==> src/rtl/hilo_muldiv_ctrl.sv <==
// HI/LO owner with an iterative shift-add multiplier and restoring divider (WIDTH iterations each).
// Optional pipeline-flush input enabled by defining HILO_MULDIV_ABORT_EN.
module hilo_muldiv_ctrl #(
  parameter int WIDTH = 32
) (
  input  logic             CLK,
  input  logic             RST_n,
  input  logic             start,
  input  logic [2:0]       op,
  input  logic [WIDTH-1:0] rs_val,
  input  logic [WIDTH-1:0] rt_val,
`ifdef HILO_MULDIV_ABORT_EN
  input  logic             abort,
`endif
  output logic             busy,
  output logic             done,
  output logic             dbz,
  output logic [WIDTH-1:0] hi,
  output logic [WIDTH-1:0] lo
);

  localparam int CW = (WIDTH > 1) ? $clog2(WIDTH) : 1;

  localparam logic [2:0] OP_MULT  = 3'b000;
  localparam logic [2:0] OP_MULTU = 3'b001;
  localparam logic [2:0] OP_DIV   = 3'b010;
  localparam logic [2:0] OP_DIVU  = 3'b011;
  localparam logic [2:0] OP_MTHI  = 3'b100;
  localparam logic [2:0] OP_MTLO  = 3'b101;

  typedef enum logic [1:0] {S_IDLE, S_RUN, S_FIX, S_DONE} state_t;

  state_t               state_reg, state_next;
  logic [CW-1:0]        cnt_reg, cnt_next;
  logic [2*WIDTH-1:0]   acc_reg, acc_next;
  logic [2*WIDTH-1:0]   mcand_reg, mcand_next;
  logic [WIDTH-1:0]     mplier_reg, mplier_next;
  logic [WIDTH-1:0]     rem_reg, rem_next;
  logic [WIDTH-1:0]     quo_reg, quo_next;
  logic [WIDTH-1:0]     dvsr_reg, dvsr_next;
  logic [WIDTH-1:0]     rs_raw_reg, rs_raw_next;
  logic                 is_div_reg, is_div_next;
  logic                 neg_q_reg, neg_q_next;
  logic                 neg_r_reg, neg_r_next;
  logic                 dz_reg, dz_next;
  logic [WIDTH-1:0]     hi_reg, hi_next;
  logic [WIDTH-1:0]     lo_reg, lo_next;
  logic                 done_reg, done_next;
  logic                 dbz_reg, dbz_next;

  logic                 abort_int;
  logic                 rs_neg, rt_neg;
  logic [WIDTH-1:0]     rs_mag, rt_mag;
  logic [WIDTH:0]       trial;
  logic [2*WIDTH-1:0]   prod;

`ifdef HILO_MULDIV_ABORT_EN
  assign abort_int = abort;
`else
  assign abort_int = 1'b0;
`endif

  // Signed ops (even op codes) work on magnitudes; signs are reapplied in FIX.
  assign rs_neg = ~op[0] & rs_val[WIDTH-1];
  assign rt_neg = ~op[0] & rt_val[WIDTH-1];
  assign rs_mag = rs_neg ? -rs_val : rs_val;
  assign rt_mag = rt_neg ? -rt_val : rt_val;

  always_ff @(posedge CLK or negedge RST_n) begin
    if (!RST_n) begin
      state_reg  <= S_IDLE;
      cnt_reg    <= '0;
      acc_reg    <= '0;
      mcand_reg  <= '0;
      mplier_reg <= '0;
      rem_reg    <= '0;
      quo_reg    <= '0;
      dvsr_reg   <= '0;
      rs_raw_reg <= '0;
      is_div_reg <= 1'b0;
      neg_q_reg  <= 1'b0;
      neg_r_reg  <= 1'b0;
      dz_reg     <= 1'b0;
      hi_reg     <= '0;
      lo_reg     <= '0;
      done_reg   <= 1'b0;
      dbz_reg    <= 1'b0;
    end else begin
      state_reg  <= state_next;
      cnt_reg    <= cnt_next;
      acc_reg    <= acc_next;
      mcand_reg  <= mcand_next;
      mplier_reg <= mplier_next;
      rem_reg    <= rem_next;
      quo_reg    <= quo_next;
      dvsr_reg   <= dvsr_next;
      rs_raw_reg <= rs_raw_next;
      is_div_reg <= is_div_next;
      neg_q_reg  <= neg_q_next;
      neg_r_reg  <= neg_r_next;
      dz_reg     <= dz_next;
      hi_reg     <= hi_next;
      lo_reg     <= lo_next;
      done_reg   <= done_next;
      dbz_reg    <= dbz_next;
    end
  end

  always_comb begin
    state_next  = state_reg;
    cnt_next    = cnt_reg;
    acc_next    = acc_reg;
    mcand_next  = mcand_reg;
    mplier_next = mplier_reg;
    rem_next    = rem_reg;
    quo_next    = quo_reg;
    dvsr_next   = dvsr_reg;
    rs_raw_next = rs_raw_reg;
    is_div_next = is_div_reg;
    neg_q_next  = neg_q_reg;
    neg_r_next  = neg_r_reg;
    dz_next     = dz_reg;
    hi_next     = hi_reg;
    lo_next     = lo_reg;
    done_next   = 1'b0;
    dbz_next    = 1'b0;
    trial       = {rem_reg, quo_reg[WIDTH-1]};
    prod        = neg_q_reg ? -acc_reg : acc_reg;

    case (state_reg)
      S_IDLE, S_DONE: begin
        state_next = S_IDLE;
        if (start) begin
          case (op)
            OP_MULT, OP_MULTU, OP_DIV, OP_DIVU: begin
              state_next  = S_RUN;
              cnt_next    = '0;
              acc_next    = '0;
              mcand_next  = {{WIDTH{1'b0}}, rs_mag};
              mplier_next = rt_mag;
              rem_next    = '0;
              quo_next    = rs_mag;
              dvsr_next   = rt_mag;
              rs_raw_next = rs_val;
              is_div_next = op[1];
              neg_q_next  = rs_neg ^ rt_neg;
              neg_r_next  = rs_neg;
              dz_next     = (rt_val == '0);
            end
            OP_MTHI: hi_next = rs_val;
            OP_MTLO: lo_next = rs_val;
            default: ;
          endcase
        end
      end

      S_RUN: begin
        if (abort_int) begin
          state_next = S_IDLE;
        end else begin
          if (is_div_reg) begin
            // Restoring step: shift in the next dividend bit, subtract if it fits.
            if (trial >= {1'b0, dvsr_reg}) begin
              rem_next = WIDTH'(trial - {1'b0, dvsr_reg});
              quo_next = {quo_reg[WIDTH-2:0], 1'b1};
            end else begin
              rem_next = trial[WIDTH-1:0];
              quo_next = {quo_reg[WIDTH-2:0], 1'b0};
            end
          end else begin
            if (mplier_reg[0]) acc_next = acc_reg + mcand_reg;
            mcand_next  = mcand_reg << 1;
            mplier_next = mplier_reg >> 1;
          end
          cnt_next = cnt_reg + 1'b1;
          if (cnt_reg == CW'(WIDTH - 1)) state_next = S_FIX;
        end
      end

      S_FIX: begin
        if (abort_int) begin
          state_next = S_IDLE;
        end else begin
          state_next = S_DONE;
          done_next  = 1'b1;
          if (is_div_reg) begin
            if (dz_reg) begin
              hi_next  = rs_raw_reg;
              lo_next  = '1;
              dbz_next = 1'b1;
            end else begin
              lo_next = neg_q_reg ? -quo_reg : quo_reg;
              hi_next = neg_r_reg ? -rem_reg : rem_reg;
            end
          end else begin
            {hi_next, lo_next} = prod;
          end
        end
      end

      default: state_next = S_IDLE;
    endcase
  end

  assign busy = (state_reg == S_RUN) || (state_reg == S_FIX);
  assign done = done_reg;
  assign dbz  = dbz_reg;
  assign hi   = hi_reg;
  assign lo   = lo_reg;

endmodule
==> config.mk <==
export PLATFORM = sky130hd
export DESIGN_NAME = hilo_muldiv_ctrl
export DESIGN_NICKNAME = d
export VERILOG_FILES = /design/src/rtl/hilo_muldiv_ctrl.sv
export SDC_FILE = /design/constraint.sdc
export NUM_CORES = 1
export LEC_CHECK = 0
export ABC_AREA = 1
export BUFFER_PORTS_ARGS = -buffer_cell sky130_fd_sc_hd__buf_2
export CORE_UTILIZATION = 33
export DETAILED_ROUTE_END_ITERATION = 10
export REMOVE_ABC_BUFFERS = 1
export SLEW_MARGIN = 0
export SYNTH_ARGS = -nofsm -noshare
export SYNTH_HDL_FRONTEND = slang
export SYNTH_SLANG_ARGS = --single-unit
export TNS_END_PERCENT = 50
==> constraint.sdc <==
create_clock -name CLK -period 2.3 [get_ports CLK]
set_input_delay 0.115 -clock CLK [delete_from_list [all_inputs] [get_ports CLK]]
set_output_delay 0.115 -clock CLK [all_outputs]
set_load 0.05 [all_outputs]
# Yosys cells after proc, flatten, opt, wreduce, memory -nomap -nowiden
# Cells that the tools add are included.
[totals]
reg_bits = 365
input_bits = 70
word_cells = 111
[op_classes]
addsub = 8
magnitude_cmp = 1
n_eq_ne = 17
muxes = 49
bitwise = 4
n_reduce_logical = 15
[ops]
columns = ["cell", "count"]
rows = [
  ["$mux 32", 22],
  ["$mux 64", 8],
  ["$pmux 32 s2", 5],
  ["$pmux 64 s2", 2],
  ["$neg 32->32", 4],
  ["$add 64x64->64", 1],
  ["$neg 64->64", 1],
  ["$ge 33x32->1", 1],
  ["$logic_not 32->1", 1],
  ["$sub 32x32->32", 1],
  ["$reduce_and 3->1", 4],
  ["$mux 5", 2],
  ["$ne 2x2->1 const B", 5],
  ["$pmux 5 s2", 1],
  ["$reduce_and 4->1", 2],
  ["$mux 1", 7],
  ["$eq 3x2->1 const B", 2],
  ["$eq 3x3->1 const B", 2],
  ["$ne 2x1->1 const B", 3],
  ["$pmux 2 s3", 1],
  ["$add 5x1->5 const B", 1],
  ["$eq 5x5->1 const B", 1],
  ["$reduce_and 5->1", 1],
  ["$eq 2x2->1 const B", 2],
  ["other kinds (12)", 14],
]

# Depth between registers and ports, before layout
[logic_depth]
depth_word = 6
mapped_depth = 17
depth_no_buf = 16

# Least setup slack after synthesis
# No wires, ideal clock.
[synth_path]
path_type = "reg-to-reg"
startpoint = "register state_reg[0]"
endpoint = "register quo_reg[8]"
setup_ps = 139
arrival_ps = 2090
setup_slack_ps = 71
path_stages_with_launch = 12
path_buffers = 1
synth_period_minus_slack_ps = 2229
path_cell_list = "dfrtp_1 -> inv_1 -> ha_1 -> inv_1 -> nand2_1 -> nand2_1 -> inv_1 -> a21oi_2 -> inv_2 -> clkbuf_1 -> a21oi_1 -> a22oi_1"
[synth_via]
elab_chain_len = 4
elab_cells_between_ends = 10
cone_classes = "eq/ne (5); mux (1); reduce/logical (4)"
[synth_lines]
columns = ["item", "line_no", "source"]
rows = [
  ["start: declaration", "33", "state_t state_reg, state_next;"],
  ["start signal: assignment", "89", "state_reg <= state_next;"],
  ["$eq 2x2->1 / $logic_not 2->1 (equally long branches)", "130", "case (state_reg)"],
  ["$reduce_or 2->1", "130", ""],
  ["$ne 2x1->1 (no source line) (tied with other cells)", "-", ""],
  ["$reduce_and 4->1 (no source line)", "-", ""],
  ["end signal: assignment", "95", "quo_reg <= quo_next;"],
  ["end: declaration", "39", "logic [WIDTH-1:0] quo_reg, quo_next;"],
]
# Parallel ways exist; a longest one is shown, timed or not.
# A chain may end at the register's enable or synchronous reset.

# Final worst setup path
[layout_path]
startpoint = "register acc_reg[5]"
endpoint = "register lo_reg[21] (netlist: lo[21])"
[layout_via]
elab_chain_len = 4
[layout_lines]
columns = ["item", "line_no", "source"]
rows = [
  ["start: declaration", "35", "logic [2*WIDTH-1:0] acc_reg, acc_next;"],
  ["start signal: assignment", "91", "acc_reg <= acc_next;"],
  ["$neg 64->64", "128", "prod = neg_q_reg ? -acc_reg : acc_reg;"],
  ["$mux 64", "128", ""],
  ["$mux 32", "186", "if (is_div_reg) begin"],
  ["$pmux 32 s2", "130", ""],
  ["end signal: assignment", "103", "lo_reg <= lo_next;"],
  ["end: declaration", "47", "logic [WIDTH-1:0] lo_reg, lo_next;"],
]
# No other way between the ends.

==> impl_metrics.json <==
{
  "p_sw_frac": 0.511,
  "synth_compound_area_frac": 0.180,
  "timing.critical_path.required_ps": 2840,
  "worstPathMaxFanout": 7,
  "tightest_slew_ps": 782,
  "routabilityCongestion": 1.03,
  "switchingPower_uw": 31000,
  "syn_to_final_growth_pct": 38.4,
  "via_count": 33600,
  "cts_root_buf": "clkbuf_16",
  "insertion_delay_ps": 660,
  "synth_top_family_by_area": "simple AND/OR/NAND/NOR gates",
  "floorplan.initialDensity": 0.333,
  "fin_skew_ps": 83.0,
  "slew-limit-headroom": 0.473,
  "grt_pass1_vias": 31400,
  "yosysSeqAreaShare": 0.323,
  "io_buffers": 136,
  "worst_setup_path_start_kind": "flop",
  "synth_most_common_cell": "nand2_1",
  "yosys.area_share.simple": 0.344,
  "drtIter0Drc": 2762,
  "yosys_warnings": 0,
  "synthMuxAreaShare": 0,
  "cts_tree": "done",
  "seqPwrFrac": 0.188,
  "power_uw": 60600,
  "synth_fa_ha_area_frac": 0.0474,
  "p_leak_uw": 0.0189,
  "finalCritPeriodShare": 0.990,
  "fillers": 8821,
  "hp-start": "op[2]",
  "place_ws_ps": -221,
  "cts_made_buffers": 50,
  "min_period_ps": 2280,
  "synth_top_area_share": 0.323,
  "powerDensity_nw_per_um2": 1550,
  "synth.cell_area_sq_um": 28300,
  "ys_top_cells_by_count": "nand2_1, nor2_1, inv_1",
  "chipWidth_um": 295,
  "synth_edf_count": 0,
  "cts.htree.levels": 2,
  "ys_async_sr_fraction": 1.00,
  "rsz0062_at_grt": "true",
  "maxCapViolCount": 0,
  "drcViolationCount": 0,
  "comb_power_share": 0.663,
  "grtUsageTotal": 0.286,
  "status": "complete, no violations",
  "path_clk_slew_ps": 60,
  "die-area_sq_um": 86900,
  "dominantRegCellSynth": "dfrtp_1",
  "clock-sinks": 365,
  "critPathArrivalTime_ps": 2820,
  "antenna_found_initial": 5,
  "die_y_um": 295,
  "overflow": 0,
  "fin_util": 0.460,
  "syn-mean-instance-area_sq_um": 6.26,
  "grt_pass1_wl_um": 189000,
  "antenna_left": 0,
  "internal_power_uw": 29600,
  "vdd_drop_max_mv": 0.718,
  "crit_path_start": "acc_reg[5]",
  "synth_cells": 4521,
  "routed_wl_um": 130000,
  "hpwl_um": 100000,
  "rows": 107,
  "setup_viol": 0,
  "cp-end-kind": "flop",
  "hold_ws_ps": 67.0,
  "hold_path.class": "in -> reg",
  "core_area_sq_um": 85000,
  "post_drt_wl_per_cell_um": 20.4,
  "synth_seq_cells": 365,
  "criticalPathCategory": "reg -> reg",
  "via_per_inst": 5.26,
  "synth_cell_types": 46,
  "synth_area_leaders": "dfrtp_1, nand2_1, nor2_1",
  "first_pass_iters": 8,
  "post-route-worst-setup-slack_ps": 23.1,
  "rr_startpoint": "acc_reg[5]",
  "nets": 5377,
  "num_io_pins": 137,
  "fmax_mhz": 439,
  "layout-drive-gt1-share": 0.233,
  "hold_viol": 0,
  "cts_buffer_depth": 3,
  "clockPowerShare": 0.149,
  "synth_xor_area_frac": 0.0173,
  "grt_max_degree": 113,
  "synth_top_area_cell": "dfrtp_1",
  "drv_slew": 0
}
## cell type report
class | instances | area, sq um | area share
Antenna cell | 2 | 5.00 | 0.000128
Clock buffer | 65 | 1400 | 0.0357
Clock inverter | 27 | 492 | 0.0126
Inverter | 502 | 1890 | 0.0483
Multi-Input combinational cell | 3505 | 18600 | 0.474
Sequential cell | 365 | 9170 | 0.234
Tap cell | 1144 | 1430 | 0.0366
Timing Repair Buffer | 777 | 6200 | 0.159
## layer usage
layer  vias to the layer above  global-route usage  wire, um
li1                      16200                   -         -
met1                     15900               0.371     53500
met2                      1240               0.469     61200
met3                       279              0.0324      8520
met4                         6               0.141      6850
met5                         -                   0        35
## path summary, 6_finish.rpt
check,slack (ps),endpoint,cells past startpoint
max reg2reg,20,lo[21],11
min in group asynchronous,120,rem_reg[22],3
max,20,lo[21],11
min,70,cnt_reg[2],7
min reg2reg,480,mplier_reg[17],2
max in group asynchronous,1630,hi[1],3
## power groups by stage
stage / combinational, uW / clock (uW) / sequential [uW]
CTS: 36900 / 9120 / 11000
global placement: 35900 / 0 / 11100
global route: 43200 / 9360 / 11600
finish: 40200 / 9020 / 11400
floorplan: 17400 / 0 / 12600
detailed placement: 36100 / 0 / 11100
## cell families (layout without fill, tap and decap cells)
group,count (synthesis),after routing
flip-flops,365,365
other,0,2
AND/OR/NAND/NOR,2396,2396
buffers and inverters,651,1371
adder cells (fa/ha/maj),106,106
AO/OA/AOI/OAI,947,947
XOR/XNOR,56,56
## worst max-delay path, cell delays in order (launching register included)
cell	delay [ps]
dfrtp_1	400
buf_4	160
inv_1	60
buf_4	140
nand3_1	100
nor2_2	50
nand3b_1	170
nand2_2	160
o21ai_0	540
nand2_1	270
nand2_1	110
a21oi_1	60
## layout by cell type (no fill, tap or decap), types with 45 or more instances in the layout
master	instances
a21oi_1	365
a21oi_2	57
buf_2	135
buf_4	523
clkbuf_16	54
dfrtp_1	338
dlygate4sd3_1	71
ha_4	61
inv_1	473
nand2_1	1140
nand2_2	62
nand3_1	303
nand4_1	46
nor2_1	624
nor2_2	83
o21ai_0	285
o21ai_1	74
o22ai_1	45
## metrics by stage
stage,setup TNS [ps],cell area [sq um],std cells
after floorplan,-819350,27700,4372
after detailed placement,-6190,34300,6192
after CTS,-66.4,37200,6359
after global routing,-619,39100,6386
after global placement,-4000,34300,6192
final,0,39100,6387
## repair_timing
action	4_1_cts	5_1_grt
setup endpoints to repair	89	182
gates cloned	0	6
gates resized for setup	88	420
buffers inserted	3	20
hold buffers	72	0
pin swaps	6	46
hold endpoints to repair	510	0
Note: power is estimated with default switching activity, not from simulation.
